**config.mk**
```make
export PLATFORM = sky130hd
export DESIGN_NAME = vga_raster_gen
export DESIGN_NICKNAME = d
export VERILOG_FILES = /design/src/rtl/vga_pkg.sv /design/src/rtl/vga_delay_line.sv /design/src/rtl/vga_raster_gen.sv
export SDC_FILE = /design/constraint.sdc
export NUM_CORES = 1
export LEC_CHECK = 0
export BUFFER_PORTS_ARGS = -buffer_cell sky130_fd_sc_hd__buf_2
export CELL_PAD_IN_SITES_DETAIL_PLACEMENT = 0
export CELL_PAD_IN_SITES_GLOBAL_PLACEMENT = 1
export CORE_MARGIN = 1.5
export CORE_UTILIZATION = 25
export DETAILED_ROUTE_END_ITERATION = 8
export PLACE_DENSITY_LB_ADDON = 0.1
export SLEW_MARGIN = 20
export SYNTH_ARGS = -nofsm -noshare
export SYNTH_HDL_FRONTEND = slang
export SYNTH_SLANG_ARGS = --single-unit
export TNS_END_PERCENT = 1
```
**constraint.sdc**
```tcl
create_clock -name VGA_CLK -period 2.5 [get_ports VGA_CLK]
set_input_delay 0.25 -clock VGA_CLK [delete_from_list [all_inputs] [get_ports VGA_CLK]]
set_output_delay 0.25 -clock VGA_CLK [all_outputs]
set_load 0.005 [all_outputs]
```
**src/rtl/vga_pkg.sv**
```systemverilog
// Shared VGA timing defaults, derived totals and pipeline latency for the raster generator.
package vga_pkg;

    function automatic int line_total(input int visible, input int fp, input int sync, input int bp);
        return visible + fp + sync + bp;
    endfunction

    localparam int H_VISIBLE_DEF = 640;
    localparam int H_FP_DEF      = 16;
    localparam int H_SYNC_DEF    = 96;
    localparam int H_BP_DEF      = 48;
    localparam int V_VISIBLE_DEF = 480;
    localparam int V_FP_DEF      = 10;
    localparam int V_SYNC_DEF    = 2;
    localparam int V_BP_DEF      = 33;

    localparam int H_TOTAL_DEF = line_total(H_VISIBLE_DEF, H_FP_DEF, H_SYNC_DEF, H_BP_DEF);
    localparam int V_TOTAL_DEF = line_total(V_VISIBLE_DEF, V_FP_DEF, V_SYNC_DEF, V_BP_DEF);

    // Counters -> coordinate register -> producer register -> DAC register.
    localparam int PIPE_LATENCY = 3;
    localparam int CNT_W        = 10;

    typedef struct packed {
        logic [7:0] r;
        logic [7:0] g;
        logic [7:0] b;
    } rgb_t;

endpackage

```
**src/rtl/vga_delay_line.sv**
```systemverilog
// N-stage shift register with an asynchronous, parameterised reset value.
module vga_delay_line #(
    parameter int               WIDTH       = 1,
    parameter int               STAGES      = 3,
    parameter logic [WIDTH-1:0] RESET_VALUE = '0
) (
    input  logic             VGA_CLK,
    input  logic             reset,
    input  logic [WIDTH-1:0] din,
    output logic [WIDTH-1:0] dout
);

    logic [WIDTH-1:0] stage_reg [STAGES];

    always_ff @(posedge VGA_CLK or posedge reset) begin
        if (reset) begin
            for (int s = 0; s < STAGES; s++) begin
                stage_reg[s] <= RESET_VALUE;
            end
        end else begin
            stage_reg[0] <= din;
            for (int s = 1; s < STAGES; s++) begin
                stage_reg[s] <= stage_reg[s-1];
            end
        end
    end

    assign dout = stage_reg[STAGES-1];

endmodule

```
**src/rtl/vga_raster_gen.sv**
```systemverilog
// VGA raster generator: counters, coordinate stage for a 1-cycle producer, DAC stage and aligned syncs.
// Build option VGA_TEST_PATTERN_EN replaces producer colour with eight vertical colour bars.
module vga_raster_gen
    import vga_pkg::*;
#(
    parameter int H_VISIBLE = H_VISIBLE_DEF,
    parameter int H_FP      = H_FP_DEF,
    parameter int H_SYNC    = H_SYNC_DEF,
    parameter int H_BP      = H_BP_DEF,
    parameter int V_VISIBLE = V_VISIBLE_DEF,
    parameter int V_FP      = V_FP_DEF,
    parameter int V_SYNC    = V_SYNC_DEF,
    parameter int V_BP      = V_BP_DEF
) (
    input  logic             VGA_CLK,
    input  logic             reset,
    input  logic [7:0]       VGA_R_in,
    input  logic [7:0]       VGA_G_in,
    input  logic [7:0]       VGA_B_in,
    output logic [CNT_W-1:0] i,
    output logic [CNT_W-1:0] j,
    output logic             printing,
    output logic             frame_tick,
    output logic             VGA_HS,
    output logic             VGA_VS,
    output logic             VGA_BLANK_N,
    output logic             VGA_SYNC_N,
    output logic [7:0]       VGA_R,
    output logic [7:0]       VGA_G,
    output logic [7:0]       VGA_B
);

    localparam int H_TOTAL      = line_total(H_VISIBLE, H_FP, H_SYNC, H_BP);
    localparam int V_TOTAL      = line_total(V_VISIBLE, V_FP, V_SYNC, V_BP);
    localparam int H_SYNC_START = H_VISIBLE + H_FP;
    localparam int H_SYNC_STOP  = H_SYNC_START + H_SYNC;
    localparam int V_SYNC_START = V_VISIBLE + V_FP;
    localparam int V_SYNC_STOP  = V_SYNC_START + V_SYNC;

    logic [CNT_W-1:0] h_cnt_reg, h_cnt_next;
    logic [CNT_W-1:0] v_cnt_reg, v_cnt_next;
    logic             h_wrap, v_last;
    logic             visible, hsync, vsync, frame_start;

    always_comb begin
        h_wrap      = (h_cnt_reg == CNT_W'(H_TOTAL - 1));
        v_last      = (v_cnt_reg == CNT_W'(V_TOTAL - 1));
        h_cnt_next  = h_wrap ? '0 : h_cnt_reg + CNT_W'(1);
        v_cnt_next  = v_cnt_reg;
        if (h_wrap) begin
            v_cnt_next = v_last ? '0 : v_cnt_reg + CNT_W'(1);
        end
        visible     = (h_cnt_reg < CNT_W'(H_VISIBLE)) && (v_cnt_reg < CNT_W'(V_VISIBLE));
        hsync       = (h_cnt_reg >= CNT_W'(H_SYNC_START)) && (h_cnt_reg < CNT_W'(H_SYNC_STOP));
        vsync       = (v_cnt_reg >= CNT_W'(V_SYNC_START)) && (v_cnt_reg < CNT_W'(V_SYNC_STOP));
        frame_start = (h_cnt_reg == '0) && (v_cnt_reg == CNT_W'(V_VISIBLE));
    end

    always_ff @(posedge VGA_CLK or posedge reset) begin
        if (reset) begin
            h_cnt_reg <= '0;
            v_cnt_reg <= '0;
        end else begin
            h_cnt_reg <= h_cnt_next;
            v_cnt_reg <= v_cnt_next;
        end
    end

    // Coordinate stage offered to the producer; raw counter values outside the visible area.
    logic [CNT_W-1:0] i_reg, j_reg;
    logic             printing_reg, frame_tick_reg, printing_d_reg;

    always_ff @(posedge VGA_CLK or posedge reset) begin
        if (reset) begin
            i_reg          <= '0;
            j_reg          <= '0;
            printing_reg   <= 1'b0;
            frame_tick_reg <= 1'b0;
            printing_d_reg <= 1'b0;
        end else begin
            i_reg          <= v_cnt_reg;
            j_reg          <= h_cnt_reg;
            printing_reg   <= visible;
            frame_tick_reg <= frame_start;
            printing_d_reg <= printing_reg;
        end
    end

    assign i          = i_reg;
    assign j          = j_reg;
    assign printing   = printing_reg;
    assign frame_tick = frame_tick_reg;

    logic [2:0][7:0] src_rgb;

`ifdef VGA_TEST_PATTERN_EN
    localparam int BAR_W = (H_VISIBLE / 8 > 0) ? H_VISIBLE / 8 : 1;

    logic [2:0]      bar_idx;
    logic [2:0][7:0] pattern_reg;
    logic            unused_rgb_in;

    assign unused_rgb_in = ^{VGA_R_in, VGA_G_in, VGA_B_in};
    assign bar_idx       = 3'(j_reg / CNT_W'(BAR_W));

    // Internal stand-in for the producer register so bars keep the normal latency.
    always_ff @(posedge VGA_CLK or posedge reset) begin
        if (reset) begin
            pattern_reg <= '0;
        end else begin
            pattern_reg <= {{8{bar_idx[2]}}, {8{bar_idx[1]}}, {8{bar_idx[0]}}};
        end
    end

    assign src_rgb = pattern_reg;
`else
    assign src_rgb = {VGA_R_in, VGA_G_in, VGA_B_in};
`endif

    logic [2:0][7:0] dac_rgb;

    for (genvar gi = 0; gi < 3; gi++) begin : g_dac
        logic [7:0] dac_reg;

        always_ff @(posedge VGA_CLK or posedge reset) begin
            if (reset) begin
                dac_reg <= '0;
            end else begin
                dac_reg <= printing_d_reg ? src_rgb[gi] : 8'h00;
            end
        end

        assign dac_rgb[gi] = dac_reg;
    end

    assign VGA_R = dac_rgb[2];
    assign VGA_G = dac_rgb[1];
    assign VGA_B = dac_rgb[0];

    // Syncs are carried active-low so the cleared state is the idle level.
    logic [2:0] sync_raw, sync_dly;

    assign sync_raw = {~hsync, ~vsync, visible};

    vga_delay_line #(
        .WIDTH       (3),
        .STAGES      (PIPE_LATENCY),
        .RESET_VALUE (3'b110)
    ) u_sync_dly (
        .VGA_CLK (VGA_CLK),
        .reset   (reset),
        .din     (sync_raw),
        .dout    (sync_dly)
    );

    assign VGA_HS      = sync_dly[2];
    assign VGA_VS      = sync_dly[1];
    assign VGA_BLANK_N = sync_dly[0];
    assign VGA_SYNC_N  = 1'b0;

endmodule

```
==> results of run 1 <==
==> worst paths after layout <==
kind | start | to | slack (ps) | depth (start not counted)
worst max register to register | h_cnt_reg[0] | v_cnt_reg[9] | 570 | 5
worst min-delay path | VGA_R_in[4] | VGA_R[4] | 110 | 2
max in group asynchronous | reset | u_sync_dly.stage_reg[8] | 1620 | 4
worst min register to register | u_sync_dly.stage_reg[4] | u_sync_dly.dout[1] | 360 | 0
worst max-delay path | h_cnt_reg[0] | v_cnt_reg[9] | 570 | 5
min in group asynchronous | reset | VGA_R[5] | 530 | 4
==> cell type report <==
cell class	count	area share [%]
well taps	136	4.90
flip-flops and latches	74	53.6
clock inverters	6	3.97
inverters	7	0.757
multi-input cells	107	21.3
clock buffers	10	3.97
repair buffers	76	11.5
==> power by group through the flow <==
| stage | combinational (uW) | clock, uW | sequential [uW] |
|---|---|---|---|
| 3_3_place_gp | 85.2 | 0 | 1240 |
| 5_1_grt | 94.4 | 1350 | 1220 |
| 6_report | 81.6 | 1240 | 1220 |
| 4_1_cts | 85.5 | 1280 | 1220 |
| 2_1_floorplan | 31.9 | 0 | 1250 |
| 3_5_place_dp | 84.3 | 0 | 1240 |
==> cells in the final DEF, fill, tap and decap left out, types with 2 or more instances in the layout <==
| cell | synthesis | layout |
|---|---|---|
| or3_1 | 2 | 2 |
| clkbuf_8 | 0 | 10 |
| buf_2 | 0 | 74 |
| nor3_1 | 4 | 4 |
| and3_1 | 2 | 2 |
| xnor2_1 | 8 | 8 |
| nor4b_1 | 2 | 2 |
| and2_1 | 26 | 26 |
| nand3_1 | 13 | 13 |
| and3_2 | 3 | 3 |
| o21a_1 | 2 | 2 |
| o21ai_0 | 3 | 3 |
| dfstp_2 | 6 | 6 |
| nand4_1 | 2 | 2 |
| nor4_4 | 2 | 2 |
| dfrtp_1 | 68 | 68 |
| clkinv_4 | 0 | 2 |
| nand2_1 | 3 | 3 |
| inv_1 | 7 | 6 |
| bufinv_16 | 0 | 4 |
| nor2_1 | 10 | 10 |
| nor4_1 | 3 | 3 |
| xor2_1 | 5 | 5 |
| ha_1 | 4 | 4 |
==> what timing repair did <==
item,4_1_cts,5_1_grt
hold endpoints to repair,13,0
hold buffers,1,0
setup buffers,0,0
gates resized for setup,0,0
==> metal layers <==
| layer | global-route usage (%) | vias up |
|---|---|---|
| li1 | - | 804 |
| met1 | 13.9 | 786 |
| met2 | 15.4 | 56 |
| met3 | 4.54 | 6 |
| met4 | 3.76 | 0 |
| met5 | 0 | - |
==> cells by family after synthesis <==
kind of cell / synth area share, %
buf+inv: 2.67
compound gates: 1.83
xor+xnor: 4.26
flops: 69.6
fa+ha+maj: 1.87
other cells: 0.140
simple gates: 19.6
==> through the flow <==
stage	instance area [um^2]	hold WS (ps)	power [uW]	setup WS, ps
after floorplan	2670	345	1280	378
after global placement	3190	346	1330	604
after detailed placement	3190	347	1330	577
after CTS	3470	87.8	2590	553
after global routing	3470	74.7	2660	436
final	3470	107	2540	565
==> worst reg2reg max path: cells and delay by family (launching register included) <==
family / cells / cell delay, ps
adders and majority gates: 1 / 250
DFF: 1 / 430
and+or+nand+nor: 4 / 1150
==> impl_metrics.tcl, run 1 <==
set metrics [dict create \
    viasPerCell 3.97 \
    crit_fanout 9 \
    drt_iter0_markers 60 \
    synth_area_leaders "dfrtp_1 (64%), and2_1 (6.1%), dfstp_2 (5.9%)" \
    critPathRequiredTime_ps 2720 \
    crit_slowest_cell "or3_1" \
    synth_flop_cell "dfrtp_1" \
    placementRows 37 \
    fmax_mhz 517 \
    path_cells "ha_1 -> nand4_2 -> or3_1 -> nor2_2 -> nor4_2" \
    yosys.area.top_type "dfrtp_1" \
    grt_use_total_pct 10.6 \
    cts.sinks 74 \
    dr_total_vias 1652 \
    synth_top_area_share_pct 63.7 \
    syn_nets 224 \
    syn_area_per_cell_um2 13.8 \
    yosys_warnings 0 \
    wl_met2_mm 2.38 \
    multi_input_comb_area_um2 739 \
    tightest_slew_ps 547 \
    coreArea_um2 10300 \
    min_path_type "input port to flop" \
    run_status "finished clean" \
    ys_seq_area_share_pct 69.6 \
    dp_cells 399 \
    ir_worst_vdd_mv 0.314 \
    drv_cap 0 \
    startpoint_type "flop" \
    grt_pass1_wl_mm 9.03 \
    firstDrtPassIters 4 \
    yosysMostFrequentCell "dfrtp_1" \
    fp.dieW_um 106 \
    grt_max_degree 75 \
    hold_violations 0 \
    synth-seq-cells 74 \
    fin_crit_sh_pct 77.4 \
    crit_type "flop to flop" \
    clk_latency_ps 350 \
    grt_pass1_vias 1736 \
    num_antenna_cells 0 \
    wl_met3_um 342 \
    cts_tree "yes" \
    worst-path-buf-inv 0 \
    sw_frac_of_total_pct 19.2 \
    clk_pin_slew_worst_paths_ps 90 \
    synth_cell_types 36 \
    final_net_count 305 \
    postLayoutCoreUtil_pct 33.6 \
    die_area_um2 11300 \
    slew_headroom_pct 63.6 \
    clkPwrFrac_pct 48.7 \
    slowest_delay_ps 510 \
    ff_latch_area_um2 1860 \
    endpoint_kind "flop" \
    top_layer_used "met4" \
    antenna_found_initial 0 \
    io_pins 76 \
    p_per_area_nw_per_um2 731 \
    io_buffers 74 \
    dp.final_hpwl_mm 3.60 \
    p_int_uw 2050 \
    wl_mm 5.43 \
    synth_common_cells "dfrtp_1 (68), and2_1 (26), nand3_1 (13)" \
    arrival_ps 2160 \
    p_comb_share_pct 3.2 \
    ctsRootBufferMaster "clkbuf_8" \
    slew_violations 0 \
    p_leak_uw 0.00170 \
    synth_edf_count 0 \
    cts_buffers 9 \
    tns_ps 0 \
    htree_levels 3 \
    gp_congestion 0.702 \
    routedWlPerCell_um 13.0 \
    drive_gt1_share_pct 38.6 \
    skew_ps 9.32 \
    wl_met1_mm 2.63 \
    syn2layout_area_growth_pct 30.0 \
    drc 0 \
    pwr-share-seq_pct 48.1 \
    die_y_um 106 \
    synth_cells 194 \
    gr-total-overflow 0 \
    fillCellCount 1041 \
    final_antenna_net_count 0 \
    layout_min_cycle_time_ps 1930 \
    switchingPower_uw 487 \
    synth_area_um2 2670 \
    clk_path_buf_depth 2 \
    fin_cells 416 \
    setup_violations 0 \
    initial_core_util_pct 25.9 \
    ys_async_sr_fraction_pct 100 \
    path_delay_family "simple AND/OR/NAND/NOR gates" \
    rsz0062_at_grt "false" \
]
(Power assumes the default switching activity.)
==> inputs of run 2 (changes only) <==
Settings changed: ABC_AREA set to 1.
Clock period 2.5 ns to 1.6 ns, I/O delays scaled along.
==> run 2 against run 1 <==
Effect of this change: routed wire length grew 19%; non-clock buffer count grew 34; synthesized cell count grew 39%; core utilization grew 2.4 points; critical path type unchanged; critical endpoint is now v_cnt_reg[2]; largest cell class unchanged; largest power group is now sequential cells; highest routed layer unchanged.
==> impl_metrics.tcl, run 2 <==
set metrics [dict create \
    endpoint_kind "flop" \
    synth_edf_count 0 \
    p_total_uw 3760 \
    layout_min_cycle_time_ps 1490 \
    switchingPower_uw 826 \
    run_status "finished clean" \
    grt_pass1_vias 1960 \
    yosys_warnings 0 \
    io_buffers 74 \
    rsz0062_at_grt "false" \
    crit_slowest_cell "dfrtp_1" \
    grt_use_total_pct 11.4 \
    hold_violations 0 \
    clk_latency_ps 350 \
    slew_headroom_pct 48.3 \
    drt_iter0_markers 123 \
    routedWlPerCell_um 12.1 \
    syn_area_per_cell_um2 10.4 \
    grt_pass1_wl_mm 10.0 \
    initial_core_util_pct 25.7 \
    drv_cap 0 \
    placementRows 38 \
    antenna_found_initial 0 \
    die_area_um2 11800 \
    synth_area_um2 2790 \
    fp.dieW_um 109 \
    post-route-cell-area_um2 3900 \
    p_int_uw 2940 \
    gr-total-overflow 0 \
    fin_crit_sh_pct 93.0 \
    synth_flop_cell "dfrtp_1" \
    htree_levels 3 \
    skew_ps 9.01 \
    grt_max_degree 51 \
    startpoint_type "flop" \
    ys_async_sr_fraction_pct 100 \
    yosys.area.top_type "dfrtp_1" \
    path_cells "ha_2 -> nand3_1 -> nor2_1 -> nand2_2 -> nor3_1 -> nor2_1" \
    p_comb_share_pct 4.8 \
    arrival_ps 1720 \
    firstDrtPassIters 4 \
    wl_mm 6.44 \
    fillCellCount 1109 \
    dp.final_hpwl_mm 4.23 \
    final_antenna_net_count 0 \
    most-common-layout-cells "buf_2 (74), dfrtp_1 (68), nand2_1 (54)" \
    final_net_count 416 \
    fmax_mhz 672 \
    viasPerCell 3.94 \
    synth_cells 269 \
    cts.sinks 74 \
    ys_seq_area_share_pct 66.7 \
    tns_ps 0 \
    die_y_um 109 \
    clk_pin_slew_worst_paths_ps 80 \
    slew_violations 0 \
    syn_nets 299 \
    crit_fanout 7 \
    synth_area_leaders "dfrtp_1 (61%), nand2_1 (7.3%), inv_1 (6.7%)" \
    num_antenna_cells 0 \
    p_per_area_nw_per_um2 965 \
    syn2layout_area_growth_pct 40.0 \
    drc 0 \
    synth_cell_types 28 \
    placed_area_um2 3360 \
    clk_path_buf_depth 2 \
    slowest_delay_ps 390 \
    crit_type "flop to flop" \
    min_path_type "flop to flop" \
    synth_top_area_share_pct 61.1 \
    yosysMostFrequentCell "dfrtp_1" \
    pwr-share-seq_pct 50.6 \
    synth_common_cells "dfrtp_1 (68), nand2_1 (54), inv_1 (50)" \
    gp_congestion 0.766 \
    sw_frac_of_total_pct 21.9 \
    clkPwrFrac_pct 44.6 \
    coreArea_um2 10800 \
    setup_violations 0 \
    ctsRootBufferMaster "clkbuf_8" \
    cts_buffers 9 \
    hold_slack_ps 356 \
    p_leak_uw 0.00207 \
    layout_commonest_cell "buf_2" \
    critPathRequiredTime_ps 1840 \
    cpMostUsedCell "nor2_1" \
    synth-seq-cells 74 \
    drive_gt1_share_pct 30.9 \
    io_pins 76 \
    cts_tree "yes" \
    ir_worst_vdd_mv 0.398 \
    dr_total_vias 2090 \
    tightest_slew_ps 776 \
]
==> run 2: cell families after synthesis <==
family	Yosys count	share of synthesized area (%)
buffers and inverters	56	7.99
other	1	0.135
adder cells (fa/ha/maj)	4	1.80
XOR/XNOR	6	1.89
flip-flops	74	66.7
AO/OA/AOI/OAI	13	2.42
AND/OR/NAND/NOR	115	19.0
==> run 2: critical path, delay by kind of cell (launching register included) <==
family / cells / cell delay [ps]
simple gates: 5 / 760
flops: 1 / 390
fa+ha+maj: 1 / 240
==> run 2: power groups by stage <==
stage | clock network, uW | registers [uW] | logic, uW
6_report | 1680 | 1910 | 180
5_1_grt | 1850 | 1910 | 205
4_1_cts | 1760 | 1910 | 187
3_5_place_dp | 0 | 1940 | 139
3_3_place_gp | 0 | 1940 | 141
2_1_floorplan | 0 | 1950 | 51.9
==> run 2: what timing repair did <==
item                                   in CTS  in global routing
gates resized for setup                     0                  2
endpoints found under the hold margin      92                  0
setup endpoints to repair                   0                  6
hold buffers                               25                  0
setup buffers                               0                  5
==> run 2: area by class of cell <==
cell class                      instances  area, um^2  area share, %
Clock buffer                           10         138           3.53
Clock inverter                          6        96.3           2.47
Inverter                               51         195           5.00
Timing Repair Buffer                  110         716           18.4
Sequential cell                        74        1860           47.7
Multi-Input combinational cell        140         721           18.5
Tap cell                              140         175           4.49
==> run 2: path summary, 6_finish.rpt <==
| kind | endpoint | slack (ps) | from | cells past startpoint |
|---|---|---|---|---|
| max in group asynchronous | u_sync_dly.stage_reg[7] | 890 | reset | 4 |
| setup / recovery | v_cnt_reg[2] | 110 | h_cnt_reg[1] | 6 |
| hold reg to reg | u_sync_dly.stage_reg[4] | 360 | u_sync_dly.stage_reg[7] | 0 |
| setup reg to reg | v_cnt_reg[2] | 110 | h_cnt_reg[1] | 6 |
| hold / removal | u_sync_dly.stage_reg[4] | 360 | u_sync_dly.stage_reg[7] | 0 |
| min in group asynchronous | j[4] | 430 | reset | 4 |
==> run 2: metrics by stage <==
stage | cells | setup slack [ps] | utilization, %
floorplan | 269 | 241 | -
global placement | 484 | 109 | 31.0
detailed placement | 484 | 70.1 | 31.0
CTS | 525 | 52.5 | 35.5
global route | 531 | 13.6 | 36.0
finish | 531 | 112 | 36.0
==> run 2: layer usage <==
metal	up-vias	part of all wire, %	GRT usage [%]
met5	-	0	0
met4	0	1.5	4.23
met3	10	7.4	3.98
met2	76	42	16.8
met1	946	49	15.2
li1	1058	-	-
==> inputs of run 3 (changes only) <==
Settings changed: ABC_AREA 1 to not set.
Clock period 1.6 ns to 1.78 ns, I/O delays scaled along.
==> run 3 against run 2 <==
Effect of this change: global-route usage is 0.56 points lower; via count shrank 17%; clock power fell by 30%; largest power group unchanged; critical path type unchanged.
==> impl_metrics.tcl, run 3 (same netlist as run 1, synthesis figures left out) <==
set metrics [dict create \
    run_status "finished clean" \
    firstDrtPassIters 4 \
    placementRows 37 \
    p_leak_uw 0.00178 \
    p_per_area_nw_per_um2 841 \
    startpoint_type "flop" \
    coreArea_um2 10300 \
    io_buffers 74 \
    antenna_found_initial 0 \
    cts.sinks 74 \
    arrival_ps 1890 \
    layout_commonest_cell "buf_2" \
    post-route-cell-area_um2 3570 \
    drt_iter0_markers 57 \
    dp.final_hpwl_mm 4.07 \
    initial_core_util_pct 25.9 \
    io_pins 76 \
    tns_ps 0 \
    grt_pass1_vias 1839 \
    drive_gt1_share_pct 44.2 \
    fp.dieW_um 106 \
    critPathRequiredTime_ps 2010 \
    grt_max_degree 37 \
    num_antenna_cells 0 \
    layout_min_cycle_time_ps 1660 \
    setup_violations 0 \
    crit_fanout 5 \
    crit_type "flop to flop" \
    fin_cells 439 \
    drc 0 \
    fmax_mhz 601 \
    slew_violations 0 \
    grt_use_total_pct 10.8 \
    ir_worst_vdd_mv 0.406 \
    slew_headroom_pct 63.7 \
    endpoint_kind "flop" \
    syn2layout_area_growth_pct 33.9 \
    final_antenna_net_count 0 \
    skew_ps 7.53 \
    dr_total_vias 1737 \
    tightest_slew_ps 544 \
    ctsRootBufferMaster "clkbuf_8" \
    worst-path-buf-inv 1 \
    routedWlPerCell_um 13.0 \
    htree_levels 3 \
    viasPerCell 3.96 \
    cts_setup_buffers 0 \
    slowest_delay_ps 420 \
    grt_pass1_wl_mm 9.34 \
    path_delay_family "simple AND/OR/NAND/NOR gates" \
    most-common-layout-cells "buf_2 (74), dfrtp_1 (68), and2_1 (26)" \
    crit_slowest_cell "or3_4" \
    dp_cells 422 \
    hold_violations 0 \
    placed_area_um2 3360 \
    min_path_type "input port to flop" \
    die_y_um 106 \
    gp_congestion 0.680 \
    clk_latency_ps 340 \
    path_cells "or3_4 -> buf_4 -> nor4_4 -> nand3_1 -> xnor2_1" \
    drv_cap 0 \
    clk_path_buf_depth 2 \
    rsz0062_at_grt "false" \
    fin_crit_sh_pct 93.4 \
    clk_pin_slew_worst_paths_ps 80 \
    gr-total-overflow 0 \
    wl_mm 5.72 \
    cts_tree "yes" \
    final_net_count 328 \
    die_area_um2 11300 \
    cts_buffers 9 \
]
## run 3: cell types whose count changed in the layout (fill, tap and decap cells not counted), moves of 3 or more
cell,before,now
o21ai_1,4,0
and3_2,0,3
buf_4,10,23
nand2_1,54,3
xnor2_1,0,8
inv_1,49,6
nor2_1,21,10
a21oi_1,5,1
nor3_1,10,4
dlygate4sd3_1,25,1
and2_1,0,26
nand4_1,5,2
## run 3: stage by stage
stage | util [%] | setup WS [ps] | power [uW] | hold WS [ps]
after floorplan | - | 44.6 | 1800 | 307
after global placement | 32.6 | 62.1 | 1870 | 225
after detailed placement | 32.6 | 50.8 | 1870 | 232
after CTS | 34.4 | 22.5 | 3060 | 28.1
after global routing | 34.6 | 28.7 | 3170 | 22.4
final | 34.6 | 117 | 3010 | 46.2
## run 3: path summary, 6_finish.rpt
check / depth (start not counted) / endpoint / slack [ps] / start
min in group asynchronous: 3 / j[4] / 400 / reset
max: 5 / v_cnt_reg[6] / 120 / h_cnt_reg[5]
max in group asynchronous: 4 / u_sync_dly.dout[2] / 730 / reset
min reg2reg: 0 / u_sync_dly.dout[2] / 360 / u_sync_dly.stage_reg[5]
min: 2 / VGA_R[0] / 50 / VGA_R_in[0]
max reg2reg: 5 / v_cnt_reg[6] / 120 / h_cnt_reg[5]
## run 3: area by class of cell
| type | instances | area (um^2) |
|---|---|---|
| Fill cell | 1063 | 6750 |
| Sequential cell | 74 | 1860 |
| Multi-Input combinational cell | 107 | 762 |
| Timing Repair Buffer | 99 | 573 |
| Tap cell | 136 | 170 |
| Clock buffer | 10 | 138 |
| Clock inverter | 6 | 42.5 |
| Inverter | 7 | 30.0 |
## run 3: power by group
part           switching [uW]  leakage (uW)  internal [uW]
Sequential               5.87      0.000918           1710
Clock                     633     0.0000882            543
Combinational            58.9      0.000778           58.4
## run 3: metal layers
layer / GRT usage (%) / wire (um) / vias to the layer above
met5: 0 / 0 / -
met4: 4.05 / 70 / 0
met3: 3.62 / 349 / 6
met2: 16.7 / 2640 / 46
met1: 13.9 / 2660 / 835
li1: - / - / 850
## run 3: timing repair
action,in CTS,in global routing
gates resized for setup,0,4
endpoints found under the hold margin,18,0
setup endpoints to repair,0,7
hold buffers,1,0
